===== src/rtl/hazard_stall_controller.sv =====
// Pipeline interlock for the 5-stage core: load-use bubbles (LOAD_LAT per hazard),
// multi-cycle EX hold (MC_LAT cycles total), ID-stage branch flush and a
// saturating stall-cycle counter. All control outputs are combinational from
// the current state and inputs.
module hazard_stall_controller #(
    parameter int REG_AW   = 5,
    parameter int LOAD_LAT = 1,
    parameter int MC_LAT   = 4,
    parameter int CNT_W    = 32
) (
    input  logic              clk_i,
    input  logic              rst_i,
    input  logic              EX_MemRead_i,
    input  logic [REG_AW-1:0] EX_RegDest_i,
    input  logic              EX_MultiCycle_i,
    input  logic [REG_AW-1:0] ID_Rs1_i,
    input  logic [REG_AW-1:0] ID_Rs2_i,
    input  logic              ID_UseRs1_i,
    input  logic              ID_UseRs2_i,
    input  logic              ID_FlushReq_i,
    output logic              NoOp_o,
    output logic              Stall_o,
    output logic              PCWrite_o,
    output logic              EXHold_o,
    output logic              Flush_o,
    output logic [CNT_W-1:0]  StallCnt_o
);

    localparam int MAX_LAT = (LOAD_LAT > MC_LAT) ? LOAD_LAT : MC_LAT;
    localparam int CW      = $clog2(MAX_LAT) + 1;

    // Remaining cycles after the entry cycle, counted down to zero.
    localparam logic [CW-1:0] LD_INIT = (LOAD_LAT > 1) ? CW'(LOAD_LAT - 2) : '0;
    localparam logic [CW-1:0] MC_INIT = CW'(MC_LAT - 2);

    typedef enum logic [1:0] {
        IDLE,
        LD_STALL,
        MC_BUSY
    } state_t;

    state_t             state_q, state_d;
    logic [CW-1:0]      cnt_q, cnt_d;
    logic [CNT_W-1:0]   stall_cnt_q;
    logic               hz;
    logic               noop_d, stall_d, pcwrite_d, exhold_d;

    // Load-use hazard; a load to x0 never creates a dependency.
    assign hz = EX_MemRead_i && (EX_RegDest_i != '0) &&
                ((ID_UseRs1_i && (ID_Rs1_i == EX_RegDest_i)) ||
                 (ID_UseRs2_i && (ID_Rs2_i == EX_RegDest_i)));

    // Next-state and control outputs; everything held at idle values while reset is asserted.
    always_comb begin
        state_d   = state_q;
        cnt_d     = cnt_q;
        noop_d    = 1'b0;
        stall_d   = 1'b0;
        pcwrite_d = 1'b1;
        exhold_d  = 1'b0;
        if (rst_i) begin
            case (state_q)
                IDLE: begin
                    if (EX_MultiCycle_i) begin
                        // Multi-cycle op wins over a simultaneous load-use hazard.
                        exhold_d  = 1'b1;
                        stall_d   = 1'b1;
                        pcwrite_d = 1'b0;
                        cnt_d     = MC_INIT;
                        state_d   = MC_BUSY;
                    end else if (hz) begin
                        noop_d    = 1'b1;
                        stall_d   = 1'b1;
                        pcwrite_d = 1'b0;
                        if (LOAD_LAT > 1) begin
                            cnt_d   = LD_INIT;
                            state_d = LD_STALL;
                        end
                    end
                end
                LD_STALL: begin
                    // Load has left EX, so hz is not re-evaluated here.
                    noop_d    = 1'b1;
                    stall_d   = 1'b1;
                    pcwrite_d = 1'b0;
                    if (cnt_q == '0) state_d = IDLE;
                    else             cnt_d   = cnt_q - CW'(1);
                end
                MC_BUSY: begin
                    exhold_d  = 1'b1;
                    stall_d   = 1'b1;
                    pcwrite_d = 1'b0;
                    if (cnt_q == '0) state_d = IDLE;
                    else             cnt_d   = cnt_q - CW'(1);
                end
                default: state_d = IDLE;
            endcase
        end
    end

    // State and bubble counter registers.
    always_ff @(posedge clk_i or negedge rst_i) begin
        if (!rst_i) begin
            state_q <= IDLE;
            cnt_q   <= '0;
        end else begin
            state_q <= state_d;
            cnt_q   <= cnt_d;
        end
    end

    // Saturating count of stalled cycles.
    always_ff @(posedge clk_i or negedge rst_i) begin
        if (!rst_i) begin
            stall_cnt_q <= '0;
        end else if (stall_d && !(&stall_cnt_q)) begin
            stall_cnt_q <= stall_cnt_q + CNT_W'(1);
        end
    end

    assign NoOp_o     = noop_d;
    assign Stall_o    = stall_d;
    assign PCWrite_o  = pcwrite_d;
    assign EXHold_o   = exhold_d;
    // A stalled ID instruction is not final; the branch re-presents after release.
    assign Flush_o    = rst_i && ID_FlushReq_i && !stall_d;
    assign StallCnt_o = stall_cnt_q;

endmodule

===== config.mk =====
export PLATFORM = sky130hd
export DESIGN_NAME = hazard_stall_controller
export DESIGN_NICKNAME = d
export VERILOG_FILES = /design/src/rtl/hazard_stall_controller.sv
export SDC_FILE = /design/constraint.sdc
export NUM_CORES = 1
export LEC_CHECK = 0
export ABC_CLOCK_PERIOD_IN_PS = 2050
export CAP_MARGIN = 20
export CORE_ASPECT_RATIO = 1.25
export CORE_UTILIZATION = 40
export CTS_CLUSTER_DIAMETER = 120
export DETAILED_ROUTE_END_ITERATION = 7
export DONT_BUFFER_PORTS = 1
export GPL_ROUTABILITY_DRIVEN = 0
export PLACE_DENSITY_LB_ADDON = 0.3
export SETUP_SLACK_MARGIN = 0.1
export SYNTH_ARGS = -nofsm -noshare
export SYNTH_HDL_FRONTEND = slang
export SYNTH_SLANG_ARGS = --single-unit

===== constraint.sdc =====
create_clock -name clk_i -period 2.05 [get_ports clk_i]
set_input_delay 0 -clock clk_i [delete_from_list [all_inputs] [get_ports clk_i]]
set_output_delay 0 -clock clk_i [all_outputs]
set_load 0.05 [all_outputs]

After elaboration in Yosys (flattened, before gate mapping)
Index checks and enable logic that the tools add are counted.
- output and inout bits: 37
- bits in registers: 37
- ROM bits: 0
- memories: 0
- bits in writable memories: 0
- input bits: 22
- bits in latches: 0
- shifts and indexed selects: 0
- bitwise operators: 0
- divide/modulo/power cells: 0
- $add $sub $neg: 2
- reduce and logical (&&, ||, !) cells: 18
- $mul: 0
- multiplexer cells: 20
- order comparisons: 0
- eq/ne operators: 7
- operator list (operator ; count):
    $add 32x1->32 const B ; 1
    $reduce_and 32->1 ; 1
    $eq 5x5->1 ; 2
    $mux 1 ; 10
    $pmux 1 s2 ; 4
    $logic_and 1x1->1 ; 7
    $mux 3 ; 2
    $pmux 3 s2 ; 1
    $reduce_bool 5->1 ; 1
    $mux 2 ; 2
    $ne 2x2->1 const B ; 2
    $pmux 2 s2 ; 1
    $reduce_and 4->1 ; 1
    $logic_not 3->1 ; 1
    $reduce_and 3->1 ; 1
    $sub 3x1->3 const B ; 1
    $eq 2x1->1 const B ; 1
    $eq 2x2->1 const B ; 1
    $logic_not 1->1 ; 2
    $logic_not 2->1 ; 1
    $ne 2x1->1 const B ; 1
    $reduce_bool 2->1 ; 1
    $reduce_or 2->1 ; 1
    $logic_or 1x1->1 ; 1

Logic depth before layout (Yosys ltp)
- depth after elaboration: 10
- depth in mapped cells: 8
- mapped depth without buffers: 7

Worst setup path after synthesis
Ideal clock, no wire load.
- path type: reg2reg
- start: register stall_cnt_q[0], in the netlist StallCnt_o[0]
- end: register stall_cnt_q[28], in the netlist StallCnt_o[28]
- clock period less this slack: 2294 ps
- setup time: 142 ps
- stages on the path, launching flop included: 8
- setup slack: -244 ps
- required time: 1908 ps
- arrival: 2151 ps
- buffers on the path: 0
- cell sequence: dfrtp_1 > ha_1 > nand3_1 > nor4_4 > nand3_2 > or3_1 > a21o_1 > xnor2_1
- longest elaborated chain between the ends: 3
- elaborated cells on any way between the ends: 4
- classes of those cells: add/sub: 1; reduce/logical: 3
- RTL lines (what ; RTL line ; source):
    start: declaration ; 44 ; logic [CNT_W-1:0] stall_cnt_q;
    start signal: assignment ; 117 ; stall_cnt_q <= stall_cnt_q + CNT_W'(1);
    branches (longest 3 deep; another with $add 32x1->32) ; - ;
Parallel ways; which one is timed is not known.
A chain may end at the register's enable or synchronous reset.

Worst setup path in the final report
Ends and elaborated chain as after synthesis.

==> flow_metrics.py <==
metrics = {
    "yosys": {
        "syn_nets": 222,
        "synth_top_area_cell": "dfrtp_1",
        "synthTopCellsByArea": "dfrtp_1 (46%), xnor2_1 (17%), nand4_1 (6.0%), nand2_1 (4.0%), and3_1 (3.2%)",
        "syn_inst": 197,
        "postSynthAreaPerCell_um2": 10.03,
        "netlist_area_um2": 1976,
        "ys_types": 34,
        "synth-seq-cells": 36,
        "ys_seq_area_frac": 0.4560,
        "ys_warn_count": 0,
        "synth_top_cell_area_share": 0.4560,
    },
    "clock_network": {
        "clock_sinks": 36,
        "clk_pin_slew_ns": 0.08,
        "worstSkewPairLatency_ns": 0.30,
        "h-tree-depth": 2,
        "cts_buffers": 5,
        "clock_path_buffers": 2,
        "tritoncts": "built",
        "root_buffer": "clkbuf_8",
    },
    "global_route": {
        "globalRouteOverflowTotal": 0,
        "met2_usage": 0.3250,
        "grt_max_degree": 40,
        "grt_pass1_wl_mm": 7.113,
        "use_met3": 0.06250,
        "grt_use_total": 0.1809,
        "grt_pass1_vias": 1597,
        "grt-busiest-layer": "met2",
        "antenna_found_initial": 0,
        "grtUsageMet1": 0.1919,
    },
    "drt": {
        "routed_wl_mm": 4.436,
        "drt-initial-drc-count": 52,
        "remaining_drc_errors": 0,
        "vias": 1608,
        "detail-route-antenna-nets": 0,
        "first_pass_iters": 4,
        "avgViaCountPerCell": 5.325,
        "post_drt_wl_per_cell_um": 14.69,
    },
    "timing": {
        "hold_violations": 0,
        "rsz0062_at_grt": "yes",
        "tightest_slew_ns": 0.4763,
        "period_needed_ns": 1.900,
        "worst_clock_skew_ns": 0.01092,
        "fin_crit_sh": 0.9269,
        "max_slew_margin": 0.6791,
        "maxSlewViolCount": 0,
        "fin_setup_tns_ns": 0,
        "whs_ns": 0.04359,
        "setup_viol": 0,
        "max_freq_mhz": 526.3,
    },
    "finish": {
        "fin_nets": 266,
        "multi_input_area_um2": 1046,
        "antennaDiodeCount": 0,
        "fill_cells": 437,
        "drive_above_1_share": 0.3099,
        "ff_latch_area_um2": 923.4,
        "fin_area_um2": 2526,
        "area_growth_pct": 27.87,
    },
    "die": {
        "die_h_um": 80.58,
        "core_um2": 4730,
        "row_count": 28,
        "dieArea_um2": 5226,
        "die_w_um": 64.86,
        "start_util": 0.4177,
        "ios": 59,
    },
    "setup_path": {
        "cp-end-kind": "flop",
        "setup.worst_path.class": "flop to flop",
        "arrival_ns": 2.08,
        "cp_max_fo": 5,
        "start_kind": "flop",
        "rrSetupSlack_ns": 0.15,
        "cp.required_ns": 2.23,
    },
    "power": {
        "clkPwrFrac": 0.261,
        "irDropWorstVdd_mv": 0.8568,
        "leakage_nw": 1.102,
        "seqPwrFrac": 0.379,
        "p_per_area_nw_per_um2": 958.6,
        "p_sw_frac": 0.3866,
        "p_sw_uw": 936.1,
        "power.internal_mw": 1.485,
        "combinationalPowerShare": 0.360,
    },
    "worst_hold_path": {
        "hold_path.class": "primary input to flop",
    },
    "run_status": {
        "outcome": "finished clean",
    },
    "placement": {
        "port_buffers": 0,
        "hpwl_mm": 3.218,
        "placed_area_um2": 2345,
    },
    "run": {
        "cap_violations": 0,
    },
}
## per-stage QoR
step | util | total power [mW] | instances | setup slack (ns)
finish | 0.5341 | 2.421 | 302 | 0.1500
floorplan | - | 1.583 | 197 | 0.004128
global route | 0.5341 | 2.533 | 302 | 0.05782
global placement | 0.4958 | 1.757 | 288 | 0.2221
detailed placement | 0.4958 | 1.763 | 288 | 0.1356
CTS | 0.5278 | 2.425 | 299 | 0.1259
## kinds of logic (layout without fill, tap and decap cells)
kind of cell / after synthesis / after routing / synth area share
buf+inv: 13 / 58 / 0.02976
flops: 36 / 36 / 0.4560
mux: 2 / 2 / 0.01266
simple gates: 88 / 88 / 0.2533
compound gates: 14 / 14 / 0.04751
xor+xnor: 41 / 41 / 0.1818
fa+ha+maj: 3 / 3 / 0.01900
## flip-flops by register name, indices dropped and copies added (netlist names)
signal,count
StallCnt_o,32
cnt_q,3
state_q,1
## worst max-delay path, cell delays in order, from the launching register on
cell,delay (ns)
dfrtp_2,0.39
ha_4,0.15
nand3_4,0.09
nor4_4,0.38
nand3_2,0.14
or3_1,0.35
a21o_1,0.17
xnor2_1,0.11
## final timing paths
kind                                                start                         end  cells after the start
worst max-delay path            StallCnt_o[0]$_DFFE_PN0P_  StallCnt_o[28]$_DFFE_PN0P_                      7
worst min-delay path                                rst_i        cnt_q[1]$_DFFE_PN0P_                      2
worst max register to register  StallCnt_o[0]$_DFFE_PN0P_  StallCnt_o[28]$_DFFE_PN0P_                      7
worst min register to register       cnt_q[2]$_DFFE_PN0P_        cnt_q[2]$_DFFE_PN0P_                      1
max in group asynchronous                           rst_i   StallCnt_o[8]$_DFFE_PN0P_                      2
min in group asynchronous                           rst_i        cnt_q[2]$_DFFE_PN0P_                      2
## what timing repair did
item                                    4_1_cts  5_1_grt
gates resized for setup                       0        1
endpoints found under the setup margin        0       18
endpoints found under the hold margin        38        0
hold buffers                                  3        0
buffers inserted                              0        3
## layer usage
| metal | wire length, um | up-vias | share of wire |
|---|---|---|---|
| li1 | - | 782 | - |
| met2 | 2241 | 54 | 0.51 |
| met4 | 66 | 0 | 0.015 |
| met1 | 1795 | 765 | 0.40 |
| met5 | 0 | - | 0 |
| met3 | 332 | 7 | 0.075 |
## power by group through the flow
stage | registers, mW | logic, mW | clock network (mW)
final | 0.917 | 0.872 | 0.632
after CTS | 0.911 | 0.868 | 0.647
after global routing | 0.929 | 0.939 | 0.665
after floorplan | 1.16 | 0.421 | 0
after detailed placement | 0.925 | 0.838 | 0
after global placement | 0.923 | 0.833 | 0
## cell type report
class / count / share of cell area
repair buffers: 44 / 0.1377
flip-flops and latches: 36 / 0.3655
well taps: 60 / 0.02972
multi-input cells: 148 / 0.4141
clock inverters: 3 / 0.01684
inverters: 6 / 0.008915
clock buffers: 5 / 0.02724
## synth_stat cells (all sizes together)
cell and count:
xnor2 39, dfrtp 36, nand2 21, nand4 19
nand3 13, and3 11, nor2 10, inv 6
and4 5, clkbuf 4, o21ai 4, and2 3
buf 3, ha 3, a21oi 2, nand4b 2
xor2 2, a21o 1, a22o 1, a22oi 1
a41oi 1, mux2 1, mux2i 1, nand2b 1
nor4 1, o21a 1, o221ai 1, o22ai 1
o31a 1, or3 1, or4 1
## layout by cell type (no fill, tap or decap), drive strengths merged, types with 4 or more instances in the layout
master / count
buf: 42
xnor2: 39
dfrtp: 36
nand2: 21
nand4: 19
nand3: 13
and3: 11
nor2: 10
inv: 6
and4: 5
clkbuf: 5
o21ai: 4
(Power assumes the default switching activity.)
